[src/rtl/c5_mem_bus_bridge_pkg.sv]
// c5_mem_bus_bridge_pkg: shared state encodings and constants for the bus bridge
package c5_mem_bus_bridge_pkg;
  typedef enum logic {
    BRIDGE_IDLE = 1'b0,
    BRIDGE_BUSY = 1'b1
  } bridge_state_t;
  localparam logic [31:0] ZERO     = 32'h0;
  localparam logic [3:0]  NO_WRITE = 4'b0000;
endpackage

[src/rtl/c5_bus_timeout.sv]
// c5_bus_timeout: loadable up-counter with clear, enable and terminal-count flag
// Ports:
//   I_clk, I_rst_n   clock, asynchronous active-low reset
//   I_clr            synchronous clear to zero (highest priority)
//   I_load           load I_load_val
//   I_en             increment by one
//   I_load_val       value loaded when I_load=1
//   O_tc             high while the count equals TERMINAL
module c5_bus_timeout #(
  parameter int W        = 8,
  parameter int TERMINAL = 254
) (
  input  logic         I_clk,
  input  logic         I_rst_n,
  input  logic         I_clr,
  input  logic         I_load,
  input  logic         I_en,
  input  logic [W-1:0] I_load_val,
  output logic         O_tc
);
  logic [W-1:0] r_count;
  always_ff @(posedge I_clk or negedge I_rst_n) begin
    if (!I_rst_n)    r_count <= '0;
    else if (I_clr)  r_count <= '0;
    else if (I_load) r_count <= I_load_val;
    else if (I_en)   r_count <= r_count + W'(1);
  end
  assign O_tc = r_count == W'(TERMINAL);
endmodule

[src/rtl/c5_mem_bus_bridge.sv]
// c5_mem_bus_bridge: turns the single-cycle RAM port into a req/ack bus transaction with CPU pause
// Ports:
//   I_clk, I_rst_n                      clock, asynchronous active-low reset
//   I_address_next/I_byte_we_next/I_data_w  next access from the memory controller
//   I_pause_ext                         external stall; blocks capture of a new access
//   O_data_r                            registered read data
//   O_pause                             stall to the CPU while a transaction is outstanding
//   O_bus_req/O_bus_addr/O_bus_we/O_bus_wdata  registered bus request and payload
//   I_bus_ack/I_bus_rdata               slave completion and read data
//   O_bus_err/O_err_sticky              timeout pulse and sticky timeout flag
module c5_mem_bus_bridge
  import c5_mem_bus_bridge_pkg::*;
#(
  parameter int WIDTH   = 32,
  parameter int TIMEOUT = 255
) (
  input  logic             I_clk,
  input  logic             I_rst_n,
  input  logic [29:0]      I_address_next,
  input  logic [3:0]       I_byte_we_next,
  input  logic [WIDTH-1:0] I_data_w,
  input  logic             I_pause_ext,
  output logic [WIDTH-1:0] O_data_r,
  output logic             O_pause,
  output logic             O_bus_req,
  output logic [29:0]      O_bus_addr,
  output logic [3:0]       O_bus_we,
  output logic [WIDTH-1:0] O_bus_wdata,
  input  logic             I_bus_ack,
  input  logic [WIDTH-1:0] I_bus_rdata,
  output logic             O_bus_err,
  output logic             O_err_sticky
);
  localparam int CW = $clog2(TIMEOUT + 1);
  bridge_state_t r_state, w_state_nxt;
  logic w_capture, w_done_ack, w_done_to, w_cnt_en, w_tc;
  always_ff @(posedge I_clk or negedge I_rst_n) begin
    if (!I_rst_n) r_state <= BRIDGE_IDLE;
    else          r_state <= w_state_nxt;
  end
  // An ack wins over an expiring counter on the same edge.
  always_comb begin
    w_state_nxt = r_state;
    w_capture   = 1'b0;
    w_done_ack  = 1'b0;
    w_done_to   = 1'b0;
    w_cnt_en    = 1'b0;
    if (r_state == BRIDGE_IDLE) begin
      w_capture   = !I_pause_ext;
      w_state_nxt = I_pause_ext ? BRIDGE_IDLE : BRIDGE_BUSY;
    end else begin
      w_done_ack  = I_bus_ack;
      w_done_to   = !I_bus_ack && w_tc;
      w_cnt_en    = !I_bus_ack && !w_tc;
      w_state_nxt = (I_bus_ack || w_tc) ? BRIDGE_IDLE : BRIDGE_BUSY;
    end
  end
  assign O_pause = r_state == BRIDGE_BUSY;
  c5_bus_timeout #(.W(CW), .TERMINAL(TIMEOUT - 1)) u_timeout (
    .I_clk      (I_clk),
    .I_rst_n    (I_rst_n),
    .I_clr      (w_capture),
    .I_load     (1'b0),
    .I_en       (w_cnt_en),
    .I_load_val ({CW{1'b0}}),
    .O_tc       (w_tc)
  );
  always_ff @(posedge I_clk or negedge I_rst_n) begin
    if (!I_rst_n) begin
      O_bus_req    <= 1'b0;
      O_bus_addr   <= '0;
      O_bus_we     <= NO_WRITE;
      O_bus_wdata  <= '0;
      O_data_r     <= '0;
      O_bus_err    <= 1'b0;
      O_err_sticky <= 1'b0;
    end else begin
      O_bus_err <= w_done_to;
      if (w_done_to) O_err_sticky <= 1'b1;
      if (w_capture) begin
        O_bus_req   <= 1'b1;
        O_bus_addr  <= I_address_next;
        O_bus_we    <= I_byte_we_next;
        O_bus_wdata <= I_data_w;
      end else if (w_done_ack || w_done_to) begin
        O_bus_req <= 1'b0;
      end
      // Writes leave the last read data untouched; timed-out reads return zero.
      if (O_bus_we == NO_WRITE && w_done_ack) O_data_r <= I_bus_rdata;
      else if (O_bus_we == NO_WRITE && w_done_to) O_data_r <= ZERO[WIDTH-1:0];
    end
  end
endmodule

[config.mk]
export PLATFORM = sky130hd
export DESIGN_NAME = c5_mem_bus_bridge
export DESIGN_NICKNAME = d
export VERILOG_FILES = /design/src/rtl/c5_mem_bus_bridge_pkg.sv /design/src/rtl/c5_bus_timeout.sv /design/src/rtl/c5_mem_bus_bridge.sv
export SDC_FILE = /design/constraint.sdc
export NUM_CORES = 1
export LEC_CHECK = 0
export CAP_MARGIN = 20
export CORE_MARGIN = 1.5
export CORE_UTILIZATION = 30
export CTS_BUF_LIST = sky130_fd_sc_hd__clkbuf_8
export DETAILED_ROUTE_END_ITERATION = 6
export PLACE_DENSITY_LB_ADDON = 0.25
export SYNTH_ARGS = -nofsm -noshare
export SYNTH_HDL_FRONTEND = slang
export SYNTH_SLANG_ARGS = --single-unit
[constraint.sdc]
create_clock -name I_clk -period 1.6 [get_ports I_clk]
set_clock_uncertainty 0.1 [all_clocks]
set_input_delay 0.16 -clock I_clk [delete_from_list [all_inputs] [get_ports I_clk]]
set_output_delay 0.16 -clock I_clk [all_outputs]
set_load 0.02 [all_outputs]
==> results_dict.tcl, run 1 <==
set metrics [dict create \
    synth_warnings 0 \
    slew_viol_final 0 \
    cp-endpoint "O_data_r[8]$_DFFE_PN0P_" \
    rsz0062_at_grt "yes" \
    synth.avg_cell_area_um2 10.41 \
    hp-class "in2async" \
    p_per_area_mw_per_mm2 1321 \
    setup_ws_ns -0.04592 \
    dieWidth_um 121.7 \
    h-tree-depth 3 \
    syn_area_mm2 0.004228 \
    fillCellCount 1291 \
    drt-total-wl_um 12230 \
    multi_input_area_mm2 0.001434 \
    met2_length_um 5516 \
    dieArea_mm2 0.01481 \
    start_util 0.3058 \
    path_class "reg2reg" \
    routedWlPerCell_um 15.03 \
    antenna_found_initial 0 \
    core_mm2 0.01383 \
    async_flop_share 1.000 \
    ys_ff_latch 110 \
    via_per_inst 4.466 \
    synth_fa_ha_area_frac 0.005919 \
    required_ns 1.77 \
    tightest_slew_ns 0.3528 \
    drive_gt1_frac 0.1009 \
    run_status "complete, but fails checks" \
    synth_seq_area_share 0.6511 \
    arrival_ns 1.81 \
    path_max_fanout 8 \
    power_leakage_nw 3.532 \
    drt_pass1_iterations 4 \
    ys.flop_type "dfrtp_1" \
    cpMostUsedCell "buf_6" \
    numCtsBuffers 9 \
    track_usage 0.1661 \
    place_congestion 0.7745 \
    fmax_mhz 607.6 \
    crit_start "O_bus_we[2]$_DFFE_PN0P_" \
    power.total_mw 9.152 \
    violations "negative setup slack" \
    num_rows 43 \
    setup_violations 15 \
    max_slew_margin 0.7641 \
    synthSimpleGateAreaFrac 0.2137 \
    cap_violations 0 \
    num_vias 3635 \
    synth_top_family_by_area "simple AND/OR/NAND/NOR gates" \
    cp-start-kind "register" \
    overflow 0 \
    highest_layer "met4" \
    cp_slowest_stage_delay_ns 0.43 \
    finalNetCount 733 \
    seqCellArea_mm2 0.002753 \
    syn-instance-count 406 \
    grt_max_degree 64 \
    setup_tns_ns -0.2309 \
    route.met3.wl_um 1285 \
    ir_drop_uv 475.4 \
    root_buffer "clkbuf_8" \
    synth_compound_area_frac 0.09204 \
    synth-edff-count 0 \
    syn_nets 510 \
    dpl_worst_slack_ns -0.2836 \
    clk_path_buf_depth 2 \
    grt_first_pass_wirelength_um 19090 \
    clock_sinks 110 \
    fin_hold_ws_ns 0.1214 \
    period_needed_ns 1.646 \
    io_buffers 203 \
    die_h_um 121.7 \
    rr_worst_depth 6 \
    antenna_cells 0 \
    met1_length_um 5244 \
    drc 0 \
    rr_endpoint "O_data_r[8]$_DFFE_PN0P_" \
    synth_xor_area_frac 0.002072 \
    dp_hpwl_um 8075 \
    clk_pin_slew_ns 0.10 \
    grt_pass1_vias 3751 \
    drtIter0Drc 163 \
    synth_cell_types 30 \
    io_pins 204 \
    insertion_delay_ns 0.37 \
    cts_tree "done" \
    crit_chain "nor4_4 -> buf_6 -> buf_12 -> o211ai_4 -> buf_6 -> a22o_1" \
    period_share 1.029 \
    crit_slowest_cell "dfrtp_1" \
    r2r-start "O_bus_we[2]$_DFFE_PN0P_" \
    r2r_setup_slack_ns -0.05 \
    hold_viol 0 \
    area_delta_synth_final_pct 63.89 \
    ant_nets 0 \
    synth.area.mux_share 0.002368 \
    worst_setup_path_end_kind "register" \
]
==> final cells by class <==
cell class	instances	area share
sequential	110	0.3973
timing repair buffer	233	0.3301
multi-input combinational	273	0.2069
tap	180	0.03250
clock buffer	10	0.01986
clock inverter	6	0.01228
inverter	2	0.001083
==> per-layer routing <==
layer  global-route usage  up-vias
li1                     -     1764
met1               0.2075     1704
met2               0.2588      155
met3              0.06835       12
met4              0.06029        0
met5                    0        -
==> kinds of logic after synthesis <==
kind of cell               Yosys count
AOI/OAI and AO/OA                   46
adders and majority gates            2
and+or+nand+nor                    222
muxes                                1
DFF                                110
xor gates and xnor gates             1
buffers and inverters               24
==> sequential cells by signal (all words and copies together) (netlist names) <==
name and flops:
O_bus_addr 30, O_bus_err 1, O_bus_req 1, O_bus_wdata 32, O_bus_we 4, O_data_r 32
O_err_sticky 1, O_pause 1, u_timeout.r_count 8
==> synthesized netlist by cell type, drive strengths merged, types with 2 or more instances <==
master  number  share of area
nand2      204           0.18
dfrtp      110           0.65
a22o        32          0.066
clkbuf      13          0.012
buf          9          0.020
o21ai        6         0.0071
nand3        5         0.0059
nor2         3         0.0044
o211ai       3         0.0098
a21oi        2         0.0024
and3         2         0.0030
ha           2         0.0059
inv          2         0.0018
or3          2         0.0030
==> layout by cell type (no fill, tap or decap), types with 2 or more instances in the layout <==
master	instances
or3_1	2
o21ai_0	5
buf_6	4
clkdlybuf4s50_1	100
dlygate4sd2_1	102
inv_1	2
dfrtp_1	110
nand2_1	204
clkbuf_8	10
bufinv_16	2
nor2_4	2
buf_4	16
nand3_1	3
buf_12	7
a22o_1	32
o211ai_4	3
clkbuf_16	2
==> power by group <==
group	internal (mW)	switching [mW]	total (mW)
Combinational	1.53	1.84	3.37
Sequential	3.50	0.410	3.91
Clock	0.923	0.949	1.87
==> through the flow <==
step                instances    util  area, um2
floorplan                 406       -       4228
global placement          785  0.4742       6556
detailed placement        785  0.4742       6556
CTS                       811  0.4946       6839
global route              814  0.5011       6929
finish                    814  0.5011       6929
==> repair_timing <==
item                       CTS  global route
hold endpoints to repair   110             0
hold buffers                 1             0
gates cloned                 3             1
gates resized for setup    114            11
setup endpoints to repair  140            40
pin swaps                   36             8
buffers inserted             6             2
==> worst max-delay path: cells and delay by family, from the launching register on <==
family | cells | cell delay [ns]
flip-flops | 1 | 0.43
buffers and inverters | 3 | 0.41
AO/OA/AOI/OAI | 2 | 0.31
AND/OR/NAND/NOR | 1 | 0.28
==> worst min path at each step <==
stage,to,slack [ns],cells after the start
after floorplan,O_bus_addr[0]$_DFFE_PN0P_,-0.24,0
after global placement,O_data_r[0]$_DFFE_PN0P_,-0.03,1
after detailed placement,O_data_r[0]$_DFFE_PN0P_,-0.03,1
after CTS,O_data_r[0]$_DFFE_PN0P_,0.1,2
after global routing,O_data_r[2]$_DFFE_PN0P_,0.11,2
final,O_data_r[2]$_DFFE_PN0P_,0.12,2
(Power assumes the default switching activity.)
==> run 2: changes to the inputs <==
--- a/config.mk
+++ b/config.mk
@@ -6,7 +6,6 @@
 export NUM_CORES = 1
 export LEC_CHECK = 0
 export CAP_MARGIN = 20
-export CORE_MARGIN = 1.5
 export CORE_UTILIZATION = 30
 export CTS_BUF_LIST = sky130_fd_sc_hd__clkbuf_8
 export DETAILED_ROUTE_END_ITERATION = 6
==> results_dict.tcl, run 2 (synthesis gave the netlist of run 1 again) <==
set metrics [dict create \
    post-route-util 0.4857 \
    slew_viol_final 0 \
    dieArea_mm2 0.01457 \
    die_h_um 120.7 \
    mostFrequentLayoutCell "nand2_1" \
    required_ns 1.77 \
    clock_sinks 110 \
    run_status "complete, but fails checks" \
    ir_drop_uv 550.1 \
    grt_pass1_vias 3688 \
    num_rows 43 \
    p_comb_frac 0.372 \
    setup_violations 10 \
    drive_gt1_frac 0.08307 \
    path_max_fanout 32 \
    grt_first_pass_wirelength_um 18080 \
    fin_hold_ws_ns 0.1949 \
    cap_violations 0 \
    seq_power_share 0.447 \
    routedWlPerCell_um 14.00 \
    finalNetCount 725 \
    p_clk_frac 0.181 \
    dp_hpwl_um 7898 \
    max_slew_margin 0.7312 \
    place_area_mm2 0.006569 \
    fin_area_mm2 0.006715 \
    arrival_ns 1.77 \
    io_buffers 203 \
    path_class "reg2reg" \
    hp-class "in2reg" \
    num_vias 3591 \
    crit_slowest_cell "dfrtp_1" \
    path_delay_family "flip-flops" \
    power.total_mw 8.715 \
    io_pins 204 \
    insertion_delay_ns 0.37 \
    antenna_found_initial 0 \
    dpl_worst_slack_ns -0.04719 \
    root_buffer "clkbuf_8" \
    final_cell_mix "204 x nand2_1, 110 x dfrtp_1, 101 x dlygate4sd2_1" \
    drc 0 \
    p_sw_mw 3.114 \
    place_congestion 0.7599 \
    top_regs "O_bus_wdata: 32 flops, O_data_r: 32 flops, O_bus_addr: 30 flops" \
    via_per_inst 4.455 \
    critPathBufInv 1 \
    cp-start-kind "register" \
    cp_slowest_stage_delay_ns 0.42 \
    period_share 1.004 \
    drt-total-wl_um 11280 \
    p_int_mw 5.601 \
    overflow 0 \
    sw_frac_of_total 0.3573 \
    track_usage 0.1592 \
    period_needed_ns 1.606 \
    p_per_area_mw_per_mm2 1298 \
    fmax_mhz 622.6 \
    violations "negative setup slack" \
    rsz0062_at_grt "yes" \
    hold_viol 0 \
    cts_tree "done" \
    clk_path_buf_depth 2 \
    ant_nets 0 \
    setup_ws_ns -0.006235 \
    drt_pass1_iterations 4 \
    dieWidth_um 120.7 \
    start_util 0.3058 \
    clk_pin_slew_ns 0.10 \
    power_leakage_nw 3.450 \
    antenna_cells 0 \
    worst_setup_path_end_kind "register" \
    grt_max_degree 59 \
    numCtsBuffers 9 \
    drtIter0Drc 139 \
    crit_chain "nor4_4 -> o211ai_4 -> buf_12 -> a22o_1" \
    tightest_slew_ns 0.4005 \
    area_delta_synth_final_pct 58.83 \
    h-tree-depth 3 \
    core_mm2 0.01383 \
]
==> run 2: worst min-delay path: stages <==
cell and delay (ns):
clkdlybuf4s50_1 0.39, nand2_1 0.05, nand2_1 0.04
==> run 2: cell type report <==
class | instances | area (um2)
clock inverter | 5 | 33.78
timing repair buffer | 226 | 2161
tap | 180 | 225.2
multi-input combinational | 272 | 1384
fill | 1299 | 7112
clock buffer | 11 | 151.4
inverter | 2 | 7.507
sequential | 110 | 2753
==> run 2: routing by layer <==
metal  vias to the layer above  GRT usage  routed length, um
met3                        11    0.06038               1075
met5                         -          0                  0
met1                      1695     0.2009               5009
met2                       147     0.2460               5023
li1                       1738          -                  -
met4                         0    0.06250                171
==> run 2: through the flow <==
step / setup TNS (ns) / cells
2_1_floorplan: 0 / 406
3_3_place_gp: 0 / 785
3_5_place_dp: -1.220 / 785
4_1_cts: -0.003103 / 802
5_1_grt: -1.983 / 806
6_report: -0.03972 / 806
==> run 2: power by group through the flow <==
stage                     clock, mW  combinational, mW  sequential, mW
after floorplan                   0              0.801            4.85
after global placement            0               3.70            3.97
after detailed placement          0               3.74            3.98
after CTS                      1.67               3.25            3.91
after global routing           1.77               3.50            4.00
final                          1.58               3.24            3.90
==> run 2: path summary, 6_finish.rpt <==
check | start | to | slack (ns) | cells past startpoint
worst min register to register | O_bus_addr[15]$_DFFE_PN0P_ | O_bus_addr[15]$_DFFE_PN0P_ | 0.38 | 2
worst max register to register | O_bus_we[2]$_DFFE_PN0P_ | O_data_r[12]$_DFFE_PN0P_ | -0.006 | 4
worst max-delay path | O_bus_we[2]$_DFFE_PN0P_ | O_data_r[12]$_DFFE_PN0P_ | -0.006 | 4
worst min-delay path | I_data_w[16] | O_bus_wdata[16]$_DFFE_PN0P_ | 0.19 | 3
max in group asynchronous | I_rst_n | O_bus_wdata[27]$_DFFE_PN0P_ | 0.91 | 3
min in group asynchronous | I_rst_n | O_data_r[4]$_DFFE_PN0P_ | 0.23 | 3
==> run 2: what timing repair did <==
| action | 4_1_cts | 5_1_grt |
|---|---|---|
| gates resized for setup | 103 | 13 |
| buffers inserted | 0 | 4 |
| hold buffers | 1 | 0 |
| setup endpoints to repair | 137 | 37 |
| pin swaps | 0 | 4 |
| hold endpoints to repair | 110 | 0 |
| gates cloned | 0 | 0 |
==> run 3: changes to the inputs <==
--- a/config.mk
+++ b/config.mk
@@ -8,6 +8,7 @@
 export CAP_MARGIN = 20
 export CORE_UTILIZATION = 30
 export CTS_BUF_LIST = sky130_fd_sc_hd__clkbuf_8
+export CTS_CLUSTER_SIZE = 16
 export DETAILED_ROUTE_END_ITERATION = 6
 export PLACE_DENSITY_LB_ADDON = 0.25
 export SYNTH_ARGS = -nofsm -noshare
==> results of run 3 <==
The final DEF is identical to that of run 2; final timing and power are the same.
